### src/rtl/lix_shr_sink_pkg.sv
// Shared constants and helpers for the lix_shr_sink enable-stalled pipeline sink.
//
// Contents:
//   D_MIN / D_MAX : legal range of the buffer depth parameter D
//   occ_w(d)      : width of an occupancy counter that must hold 0..d inclusive
package lix_shr_sink_pkg;

  localparam int D_MIN = 2;
  localparam int D_MAX = 64;

  // A counter spanning 0..d needs one bit more than the pointer width,
  // because d itself (full) must be representable.
  function automatic int occ_w(input int d);
    return $clog2(d) + 1;
  endfunction

endpackage

### src/rtl/lix_shr_sink_mem.sv
// Storage for lix_shr_sink: D x W register array with one synchronous write
// port and one asynchronous (combinational) read port.
//
// Ports:
//   clk_i   : clock, writes on rising edge
//   we_i    : write enable
//   waddr_i : write address
//   wdata_i : write data
//   raddr_i : read address
//   rdata_o : read data, combinational from raddr_i
//
// The array is deliberately not reset; the owner masks the read data
// whenever the addressed entry is not valid.
module lix_sink_mem #(
  parameter int W = 32,
  parameter int D = 4
) (
  input  logic                 clk_i,
  input  logic                 we_i,
  input  logic [$clog2(D)-1:0] waddr_i,
  input  logic [W-1:0]         wdata_i,
  input  logic [$clog2(D)-1:0] raddr_i,
  output logic [W-1:0]         rdata_o
);

  logic [W-1:0] mem_q [D];

  always_ff @(posedge clk_i) begin
    if (we_i) begin
      mem_q[waddr_i] <= wdata_i;
    end
  end

  assign rdata_o = mem_q[raddr_i];

endmodule

### src/rtl/lix_shr_sink.sv
// lix_shr_sink: terminates an enable-stalled upstream pipeline and re-times
// it onto a valid/ready downstream interface through a small FIFO.
//
// Ports:
//   clk_i   : clock, all state on rising edge
//   rst_i   : asynchronous active-high reset
//   i_vld   : valid from the last upstream stage
//   i_x     : data from the last upstream stage
//   o_en    : advance enable broadcast to every upstream stage
//   i_flush : synchronous buffer clear
//   o_vld   : downstream valid
//   i_rdy   : downstream ready
//   o_z     : downstream data (zero when o_vld=0)
//   o_cnt   : current occupancy, 0..D
//
// Handshakes:
//   upstream   - a push happens on an edge where o_en=1 and i_vld=1; with
//                o_en=1 and i_vld=0 the bubble is consumed without a write;
//                with o_en=0 the upstream holds and i_vld/i_x are ignored.
//   downstream - a pop happens on an edge where o_vld=1 and i_rdy=1; o_vld
//                and o_z stay stable while waiting for i_rdy.
//   o_en never depends on i_vld or i_rdy, so a full buffer that pops this
//   cycle only re-enables the upstream on the following cycle.
module lix_shr_sink
  import lix_shr_sink_pkg::*;
#(
  parameter int W = 32,
  parameter int D = 4
) (
  input  logic                 clk_i,
  input  logic                 rst_i,
  input  logic                 i_vld,
  input  logic [W-1:0]         i_x,
  output logic                 o_en,
  input  logic                 i_flush,
  output logic                 o_vld,
  input  logic                 i_rdy,
  output logic [W-1:0]         o_z,
  output logic [occ_w(D)-1:0]  o_cnt
);

  localparam int AW = $clog2(D);
  localparam int CW = occ_w(D);

  if (D < D_MIN || D > D_MAX || (D & (D - 1)) != 0) begin : g_bad_depth
    $error("lix_shr_sink: D must be a power of two in [D_MIN, D_MAX]");
  end

  logic [AW-1:0] wr_ptr_q, wr_ptr_d;
  logic [AW-1:0] rd_ptr_q, rd_ptr_d;
  logic [CW-1:0] cnt_q, cnt_d;
  logic          push;
  logic          pop;
  logic [W-1:0]  rd_data;

  // Enable decodes registered occupancy only; flush also freezes upstream
  // so nothing is accepted on the clearing edge.
  assign o_en  = (cnt_q != CW'(D)) & ~i_flush;
  assign o_vld = (cnt_q != '0);
  assign push  = o_en & i_vld;
  assign pop   = o_vld & i_rdy;

  always_comb begin
    wr_ptr_d = wr_ptr_q;
    rd_ptr_d = rd_ptr_q;
    cnt_d    = cnt_q;
    if (i_flush) begin
      wr_ptr_d = '0;
      rd_ptr_d = '0;
      cnt_d    = '0;
    end else begin
      // D is a power of two, so pointer wrap is the natural AW-bit rollover.
      if (push) wr_ptr_d = wr_ptr_q + AW'(1);
      if (pop)  rd_ptr_d = rd_ptr_q + AW'(1);
      case ({push, pop})
        2'b10:   cnt_d = cnt_q + CW'(1);
        2'b01:   cnt_d = cnt_q - CW'(1);
        default: cnt_d = cnt_q;
      endcase
    end
  end

  always_ff @(posedge clk_i or posedge rst_i) begin
    if (rst_i) begin
      wr_ptr_q <= '0;
      rd_ptr_q <= '0;
      cnt_q    <= '0;
    end else begin
      wr_ptr_q <= wr_ptr_d;
      rd_ptr_q <= rd_ptr_d;
      cnt_q    <= cnt_d;
    end
  end

  lix_sink_mem #(
    .W (W),
    .D (D)
  ) u_mem (
    .clk_i   (clk_i),
    .we_i    (push),
    .waddr_i (wr_ptr_q),
    .wdata_i (i_x),
    .raddr_i (rd_ptr_q),
    .rdata_o (rd_data)
  );

  // Storage is unreset, so the read data is masked while empty.
  assign o_z   = o_vld ? rd_data : '0;
  assign o_cnt = cnt_q;

endmodule

### config.mk
export PLATFORM = sky130hd
export DESIGN_NAME = lix_shr_sink
export DESIGN_NICKNAME = d
export VERILOG_FILES = /design/src/rtl/lix_shr_sink_pkg.sv /design/src/rtl/lix_shr_sink_mem.sv /design/src/rtl/lix_shr_sink.sv
export SDC_FILE = /design/constraint.sdc
export NUM_CORES = 1
export LEC_CHECK = 0
export CORE_MARGIN = 10
export CORE_UTILIZATION = 30
export CTS_CLUSTER_DIAMETER = 200
export CTS_CLUSTER_SIZE = 14
export DETAILED_ROUTE_END_ITERATION = 8
export DONT_BUFFER_PORTS = 1
export SLEW_MARGIN = 20
export SYNTH_ARGS = -nofsm -noshare
export SYNTH_HDL_FRONTEND = slang
export SYNTH_SLANG_ARGS = --single-unit
### constraint.sdc
create_clock -name clk_i -period 2.75 [get_ports clk_i]
set_input_delay 0.4125 -clock clk_i [delete_from_list [all_inputs] [get_ports clk_i]]
set_output_delay 0.4125 -clock clk_i [all_outputs]
set_load 0.005 [all_outputs]
# After elaboration in Yosys (flattened, before gate mapping)
# Memory sizes are Yosys's and may differ from the RTL's.
# Cells that the tools add are included.
dict set report totals {
  inputBits 37
  ramBits 128
  register_bits 7
  mem_count 1
  output_inout_bits 37
  elab_cells 28
}
# memory words word_bits rd rd_ports_with_merged_regs wr line
set memory_table {}
lappend memory_table {u_mem.mem_q 4 32 1 0 1 lix_shr_sink_mem.sv:26} ;# logic [W-1:0] mem_q [D];
dict set report op_classes {
  addsub 4
  n_eq_ne 3
  bitwise 4
  muxes 9
  n_reduce_logical 4
}
# op count
set ops {}
lappend ops {{32-bit 2-to-1 mux} 1}
lappend ops {{2-bit 2-to-1 mux} 4}
lappend ops {{3-bit case mux with 2 select lines} 1}
lappend ops {{3-bit nonzero test} 2}
lappend ops {{2-bit by 1-bit adder with 2-bit output, second input constant} 2}
lappend ops {{2-bit nonzero test} 2}
lappend ops {{3-bit by 1-bit adder with 3-bit output, second input constant} 1}
lappend ops {{1-bit bitwise AND} 3}
lappend ops {{3-bit 2-to-1 mux} 1}
lappend ops {{3-bit inequality test, second input constant} 1}
lappend ops {{3-bit by 1-bit subtractor with 3-bit output, second input constant} 1}
lappend ops {{2-bit by 1-bit == test with 1-bit output, second input constant} 1}
lappend ops {{2-bit == test, second input constant} 1}
lappend ops {{1-bit 2-to-1 mux} 2}
lappend ops {{1-bit inverter} 1}

# Logic depth before layout (Yosys ltp)
# Gate-level depths: netlist of the first run.
dict set report logic_depth {
  word_depth 6
  ltp_mapped 8
  mapped_depth_nobuf 6
}

# Modules after synthesis
# Synthesis of the first run repeated with hierarchy kept, for this count alone.
dict set report hier_totals {
  hier_cells 262
  area_unflattened_um2 5402.7
}
# module n_inst cells_per_inst seq_area_each_um2 area_each_um2
set by_module_without_submodules {}
lappend by_module_without_submodules {lix_sink_mem 1 171 3843.7 4689.5}
lappend by_module_without_submodules {lix_shr_sink 1 91 175.2 713.2}

# Least setup slack after synthesis of the first run
# OpenSTA, ideal clock, no wires.
dict set report synth_timing {
  path_kind {reg2reg}
  from {register cnt_q[0] (netlist: o_cnt[0])}
  to {memory u_mem.mem_q[0][0] (enable)}
  t_arrival_ps 1816
  setup_slack_ps 542
  setup_time_ps 392
  required_ps 2358
  stages_incl_launch_ff 4
  cell_sequence {dfrtp_1 -> nor2_1 -> a211oi_4 -> and2_1}
}
dict set report synth_between {
  elab_chain_cells 5
}
# element line
set synth_lines {}
lappend synth_lines {{from (decl)} lix_shr_sink.sv:51} ;# logic [CW-1:0] cnt_q, cnt_d;
lappend synth_lines {{from (signal assigned)} lix_shr_sink.sv:91} ;# cnt_q <= cnt_d;
lappend synth_lines {{3-bit inequality test} lix_shr_sink.sv:58} ;# assign o_en = (cnt_q != CW'(D)) & ~i_flush;
lappend synth_lines {{1-bit bitwise AND} lix_shr_sink.sv:58}
lappend synth_lines {{1-bit bitwise AND} lix_shr_sink.sv:60} ;# assign push = o_en & i_vld;
lappend synth_lines {{1-bit 2-to-1 mux} lix_shr_sink_mem.sv:29} ;# if (we_i) begin
lappend synth_lines {{1-bit 2-to-1 mux (not written as such)} lix_shr_sink_mem.sv:30} ;# mem_q[waddr_i] <= wdata_i;
lappend synth_lines {{to (decl)} lix_shr_sink_mem.sv:26}
# No other way between the ends.

# Worst setup path in the final report of the first run
dict set report layout_timing {
  from {register rd_ptr_q[0]}
  to {output port o_z[14]}
}
dict set report layout_between {
  elab_chain_cells 2
}
# element line
set layout_lines {}
lappend layout_lines {{from (decl)} lix_shr_sink.sv:50} ;# logic [AW-1:0] rd_ptr_q, rd_ptr_d;
lappend layout_lines {{from (signal assigned)} lix_shr_sink.sv:90} ;# rd_ptr_q <= rd_ptr_d;
lappend layout_lines {{memory 4 x 32 bit} -}
lappend layout_lines {{32-bit 2-to-1 mux} lix_shr_sink.sv:108} ;# assign o_z = o_vld ? rd_data : '0;
lappend layout_lines {{to (decl)} lix_shr_sink.sv:38} ;# output logic [W-1:0] o_z,
# No other way between the ends.

==> results.md, run 1 <==
- Outcome: complete, no violations
- Yosys reg bits: 135
- Number of synthesized flops with an enable pin: 128
- First-pass GRT wire length: 16.2 mm
- Grt ovf: 0
- Final Instance Count excl. Fillers: 509
- Critical Path RT: 2.34 ns
- Crit path max-delay family: multiplexers
- Fin. max-slew vios: 0
- Sink Count: 135
- Die area: 23500 µm²
- R2r setup slk: 0.76 ns
- Vias in the first global route: 2653
- Most instantiated cells after synthesis: edfxtp_1 (128), and2_1 (36), mux4_2 (32)
- YS warnings: 0
- Crit end category: output port
- Syn-to-layout area delta: 18.5%
- Multi-input logic area: 1230 µm²
- Layout cells sized above 1: 27.5%
- Crit path buf inv count: 1
- Synth top area share: 71.9%
- CTS tree: yes
- Post-Syn Instances: 257
- Gr usage total: 9.23%
- Post-Synth Simple-Gate Area: 5.69%
- Multiplexer share of the synthesized area: 14.1%
- Synth top area cells: edfxtp_1 (72%), mux4_2 (13%), and2_1 (4.2%), dfrtp_1 (3.3%), ha_1 (0.94%)
- Fillers: 1599
- Worst R2R Start: o_cnt[0]$_DFFE_PP0P_
- Worst setup SP type: register
- Post-synthesis xor/xnor area fraction: 0.632%
- Area occupied by registers: 4020 µm²
- Crit path kind: register to output port
- Dpl hpwl: 6.40 mm
- Synth cell types: 31
- Die Width: 153 µm
- H-tree Lvls: 4
- Via count: 2382
- Mean Syn Cell Area: 20.8 µm²
- Fin Setup TNS: 0 ns
- Hold-critical path depth: 1
- Most frequent cell after synthesis: edfxtp_1
- Number of port buffers: 0
- Hold crit path type: input pin to register
- Post-synthesis instance area: 5340 µm²
- Post-place setup slack: 0.744 ns
- Placer's final routability congestion estimate: 0.671
- Critical Path Fanout Max: 23
- Final Hold Vio Count: 0
- Largest net degree at the start of global routing: 35
- # nets final: 313
- Io pins: 74
- Slew Limit Headroom: 65.8%
- CP peak stage delay: 0.59 ns
- CTS root buf: clkbuf_16
- DR WL/cell: 20.7 µm
- Slowest-stage cell, CP: mux4_2
- Core area: 17400 µm²
- Max Cap Violations: 0
- Slew at the pin closest to its max-slew limit: 0.513 ns
- Final setup vio count: 0
- Final min period: 2.39 ns
- Post-Route WL: 10.6 mm
- Final ANT Viol Nets: 0
- Reg2reg end: o_cnt[2]$_DFFE_PP0P_
- Arr. time, crit path: 1.98 ns
- DP Cell Count: 476
- Post-layout util: 36.5%
- CP Cell Sequence: buf_4 > mux4_2 > and2_1
- DR DRC count: 0
- Peak VDD IR: 0.398 mV
- Post-route clock period utilization: 86.8%
- PD cells: 955 nW/µm²
- Hold Startpoint: i_flush
- DRT Pass-1 Iters: 4
- Via-to-Cell Ratio: 4.68
- Initial detailed-routing violation count: 128
- CTS Buf Count: 17
- CTS Buffer Depth: 2
- R2R cell count: 6
- Diode count: 0
- Sequential share of the synthesized area: 75.2%
- Largest family of logic cells by synthesized area: multiplexers
- Clock-pin slew on the worst setup and hold paths: 0.06 ns
- Asr flop ratio synth: 5.19%
- Mapped Nets: 299
- Skew-Pair Late Insertion Delay: 0.42 ns
- Die Y: 153 µm
- Cell taking the most area after synthesis: edfxtp_1
- Initial antenna violation count: 0
- Leak Pwr: 2.03 nW
- Most used DFF post-synth: edfxtp_1
- Overall Power: 6.05 mW
- F_max: 0.419 GHz
- Adder-Cell Fraction of Synth Area: 1.31%
- # rows: 48
- Worst Skew: 0.00999 ns
- Complex-gate fraction of the synthesized area: 1.26%
- Initial Utilization: 30.8%
- RSZ-0062 raised after global routing: no
- Setup ws final: 0.362 ns
- Hold endpoint: rd_ptr_q[0]$_DFFE_PP0P_
## logic make-up (layout without fill, tap and decap cells)
group,count (synthesis),in the layout
compound gates,9,9
xor+xnor,3,3
fa+ha+maj,5,5
buf+inv,19,46
flops,135,135
mux,35,35
simple gates,51,51
## through the flow
| step | hold WS, ns | instance area (µm²) |
|---|---|---|
| after floorplan | 0.216 | 5340 |
| after global placement | 0.264 | 5670 |
| after detailed placement | 0.275 | 5670 |
| after CTS | 0.0276 | 6330 |
| after global routing | 0.0370 | 6330 |
| final | 0.0620 | 6330 |
## where the power goes
part / leakage, nW / switching, mW / internal, mW
Combinational: 0.464 / 0.624 / 0.488
Clock: 0.313 / 0.794 / 1.69
Sequential: 1.25 / 0.0604 / 2.40
Total: 2.03 / 1.48 / 4.57
## flip-flops by register name (all words and copies together), names as in the netlist
name         flops
rd_ptr_q         2
o_cnt            3
u_mem.mem_q    128
wr_ptr_q         2
## routing by layer
| metal | vias to the layer above | track usage, % | share of wire, % | wire length (µm) |
|---|---|---|---|---|
| met1 | 1269 | 9.85 | 41 | 4280 |
| met3 | 10 | 4.97 | 7.8 | 818 |
| met4 | 0 | 3.37 | 0.92 | 97 |
| met5 | - | 0 | 0 | 0 |
| met2 | 57 | 15.2 | 51 | 5350 |
| li1 | 1046 | - | - | - |
## layout make-up
class / count / area share, %
sequential: 135 / 63.5
clock inverter: 15 / 3.67
multi-input combinational: 103 / 19.5
clock buffer: 17 / 6.72
tap: 225 / 4.44
inverter: 5 / 0.296
timing repair buffer: 9 / 1.90
## what timing repair did
action | in CTS | in global routing
endpoints found under the hold margin | 7 | 0
resized for setup | 0 | 0
hold buffers | 1 | 0
buffers inserted | 0 | 0
## cells in the final DEF, fill, tap and decap left out, types with 2 or more instances in the layout
cell type	count
bufinv_16	6
ha_1	4
o21ai_0	2
buf_4	4
inv_1	5
and2_2	4
clkinvlp_4	2
edfxtp_1	128
clkbuf_16	17
clkinv_1	4
nor2_1	7
dfrtp_2	2
clkinv_4	2
xor2_1	2
and2_1	32
mux4_2	32
a21oi_1	2
nand2b_1	2
buf_12	4
dfrtp_1	5
## how the worst max path moves through the flow
| stage | start | endpoint | slack (ns) | cells after the start |
|---|---|---|---|---|
| 3_5_place_dp | rd_ptr_q[0]$_DFFE_PP0P_ | o_z[20] | 0.74 | 3 |
| 5_1_grt | rd_ptr_q[0]$_DFFE_PP0P_ | o_z[20] | 0.24 | 3 |
| 2_1_floorplan | o_cnt[0]$_DFFE_PP0P_ | u_mem.mem_q[0][0]$_DFFE_PP_ | 0.54 | 3 |
| 3_3_place_gp | rd_ptr_q[0]$_DFFE_PP0P_ | o_z[20] | 0.74 | 3 |
| 4_1_cts | rd_ptr_q[0]$_DFFE_PP0P_ | o_z[20] | 0.29 | 3 |
| 6_report | rd_ptr_q[0]$_DFFE_PP0P_ | o_z[14] | 0.36 | 3 |
(Power assumes the default switching activity.)
==> run 2: changes to the inputs <==
CORE_MARGIN = unset   (was 10)
PLACE_DENSITY_LB_ADDON = 0.12   (was unset)
==> run 2 against run 1 <==
  * Clock skew up 0.0041 ns
  * Die area down 22%
  * Sequential power up 2%
  * Cell count up 0.98%
  * Fmax down 4.1%
  * Critical path depth unchanged
  * Hold slack worse by 0.0049 ns
  * Register-to-register slack worse by 0.20 ns
  * Sequential share of layout area up 0.075 points
  * Clock power down 2%
  * Clock-buffer cell count unchanged
  * Critical path type unchanged
  * Cell area down 0.12%
==> results.md, run 2 (same netlist as run 1, synthesis figures left out) <==
- Hold Startpoint: i_flush (unchanged)
- Dpl hpwl: 6.38 mm (was 6.40 mm)
- Met2 GRT Util: 19.6% (was 15.2%)
- Hold endpoint: rd_ptr_q[0]$_DFFE_PP0P_ (unchanged)
- Skew-Pair Late Insertion Delay: 0.42 ns (about the same)
- Die Y: 135 µm (was 153 µm)
- Outcome: complete, no violations (unchanged)
- Fin Setup TNS: 0 ns (unchanged)
- Worst hold margin: 0.0571 ns (was 0.0620 ns)
- Final setup vio count: 0 (unchanged)
- R2R cell count: 6 (unchanged)
- CTS resizes: 0 (unchanged)
- CTS Buf Count: 17 (unchanged)
- Leak Pwr: 2.05 nW (was 2.03 nW)
- Critical Path Fanout Max: 21 (was 23)
- Die Width: 135 µm (was 153 µm)
- # rows: 48 (unchanged)
- Diode count: 0 (unchanged)
- Critical Path RT: 2.34 ns (about the same)
- Syn-to-layout area delta: 18.4% (was 18.5%)
- Number of port buffers: 0 (unchanged)
- Worst R2R Start: o_cnt[2]$_DFFE_PP0P_ (was o_cnt[0]$_DFFE_PP0P_)
- Slew Limit Headroom: 57.8% (was 65.8%)
- Vias in the first global route: 2606 (was 2653)
- Max reg flops: 128 (unchanged)
- F_max: 0.402 GHz (was 0.419 GHz)
- Fillers: 1590 (was 1599)
- Met1 usage: 14.2% (was 9.85%)
- Most common cell after layout, fill and taps aside: edfxtp_1 (unchanged)
- Arr. time, crit path: 2.08 ns (was 1.98 ns)
- Post-layout util: 36.4% (was 36.5%)
- Io pins: 74 (unchanged)
- Final min period: 2.49 ns (was 2.39 ns)
- Final ANT Viol Nets: 0 (unchanged)
- CTS tree: yes (unchanged)
- Via count: 2384 (was 2382)
- # nets final: 319 (was 313)
- PD cells: 948 nW/µm² (was 955 nW/µm²)
- Post-route clock period utilization: 90.6% (was 86.8%)
- Max Cap Violations: 0 (unchanged)
- DR WL/cell: 20.0 µm (was 20.7 µm)
- Area occupied by registers: 4020 µm² (unchanged)
- Commonest cells after routing, fill and taps aside: edfxtp_1 (128), mux4_2 (32), and2_1 (32), clkbuf_16 (17), buf_4 (12) (was edfxtp_1 (128), mux4_2 (32), and2_1 (32), clkbuf_16 (17), nor2_1 (7))
- Peak VDD IR: 0.416 mV (was 0.398 mV)
- Initial detailed-routing violation count: 107 (was 128)
- Largest net degree at the start of global routing: 22 (was 35)
- Finished Cell Area: 6330 µm² (about the same)
- Core area: 17400 µm² (unchanged)
- Worst setup SP type: register (unchanged)
- Final Instance Count excl. Fillers: 514 (was 509)
- DR DRC count: 0 (unchanged)
- Via-to-Cell Ratio: 4.64 (was 4.68)
- DP Cell Count: 482 (was 476)
- Sink Count: 135 (unchanged)
- Slew at the pin closest to its max-slew limit: 0.633 ns (was 0.513 ns)
- CTS Buffer Depth: 2 (unchanged)
- Post-DP Area: 5690 µm² (was 5670 µm²)
- Reg2reg end: o_cnt[1]$_DFFE_PP0P_ (was o_cnt[2]$_DFFE_PP0P_)
- Placer's final routability congestion estimate: 0.679 (was 0.671)
- Worst Skew: 0.0141 ns (was 0.00999 ns)
- Hold crit path type: input pin to register (unchanged)
- Final Hold Vio Count: 0 (unchanged)
- Post-Route WL: 10.3 mm (was 10.6 mm)
- H-tree Lvls: 4 (unchanged)
- Top reg by flops: u_mem.mem_q (unchanged)
- CTS root buf: clkbuf_16 (unchanged)
- DRT Pass-1 Iters: 4 (unchanged)
- Hold-critical path depth: 1 (unchanged)
- RSZ-0062 raised after global routing: no (unchanged)
- Crit end category: output port (unchanged)
- Gr usage total: 12.3% (was 9.23%)
- Initial Utilization: 30.8% (unchanged)
- Grt ovf: 0 (unchanged)
- Multi-input logic area: 1230 µm² (unchanged)
- Layout cells sized above 1: 29.8% (was 27.5%)
- M3 GR Usage: 5.91% (was 4.97%)
- Fin. max-slew vios: 0 (unchanged)
- Initial antenna violation count: 0 (unchanged)
- R2r setup slk: 0.56 ns (was 0.76 ns)
- Clock-pin slew on the worst setup and hold paths: 0.06 ns (about the same)
- First-pass GRT wire length: 15.8 mm (was 16.2 mm)
- Crit path kind: register to output port (unchanged)
- Die area: 18300 µm² (was 23500 µm²)
- Most used routing layer: met2 (unchanged)
==> run 2: critical path, stage by stage (launching register included) <==
cell and delay (ns):
dfrtp_1 0.50, or3_1 0.65, buf_4 0.33, and2_1 0.17
==> run 2: cell type report <==
cell class | count | share of cell area, %
sequential | 135 | 63.6
multi-input combinational | 103 | 19.5
inverter | 5 | 0.297
clock inverter | 14 | 3.24
timing repair buffer | 15 | 2.22
tap | 225 | 4.45
clock buffer | 17 | 6.72
==> run 2: where the power goes <==
group	leakage, nW	switching (mW)	internal [mW]
combinational	0.491	0.542	0.521
clock	0.302	0.829	1.59
sequential	1.25	0.114	2.40
total	2.05	1.49	4.51
==> run 2: worst max path at each step <==
stage                          from                          end  slack, ns  depth (start not counted)
2_1_floorplan  o_cnt[0]$_DFFE_PP0P_  u_mem.mem_q[0][0]$_DFFE_PP_       0.54                          3
3_3_place_gp   o_cnt[1]$_DFFE_PP0P_         o_cnt[1]$_DFFE_PP0P_       0.56                          6
3_5_place_dp   o_cnt[2]$_DFFE_PP0P_         o_cnt[2]$_DFFE_PP0P_       0.54                          6
4_1_cts        o_cnt[2]$_DFFE_PP0P_                      o_z[11]       0.16                          3
5_1_grt        o_cnt[2]$_DFFE_PP0P_                      o_z[11]       0.08                          3
6_report       o_cnt[2]$_DFFE_PP0P_                      o_z[15]       0.26                          3
==> run 2: metrics by stage <==
stage                     power, mW  setup slack, ns
final                          6.00            0.260
after global routing           6.28           0.0764
after CTS                      6.11            0.164
after detailed placement       3.67            0.543
after global placement         3.67            0.562
after floorplan                3.36            0.542
==> run 2: timing repair <==
item                      4_1_cts  5_1_grt
setup buffers                   0        0
hold endpoints to repair        7        0
hold buffers                    1        0
==> run 2: layer usage <==
layer,wire [µm],up-vias
li1,-,1052
met1,4280,1264
met2,5130,56
met3,746,12
met4,137,0
met5,0,-
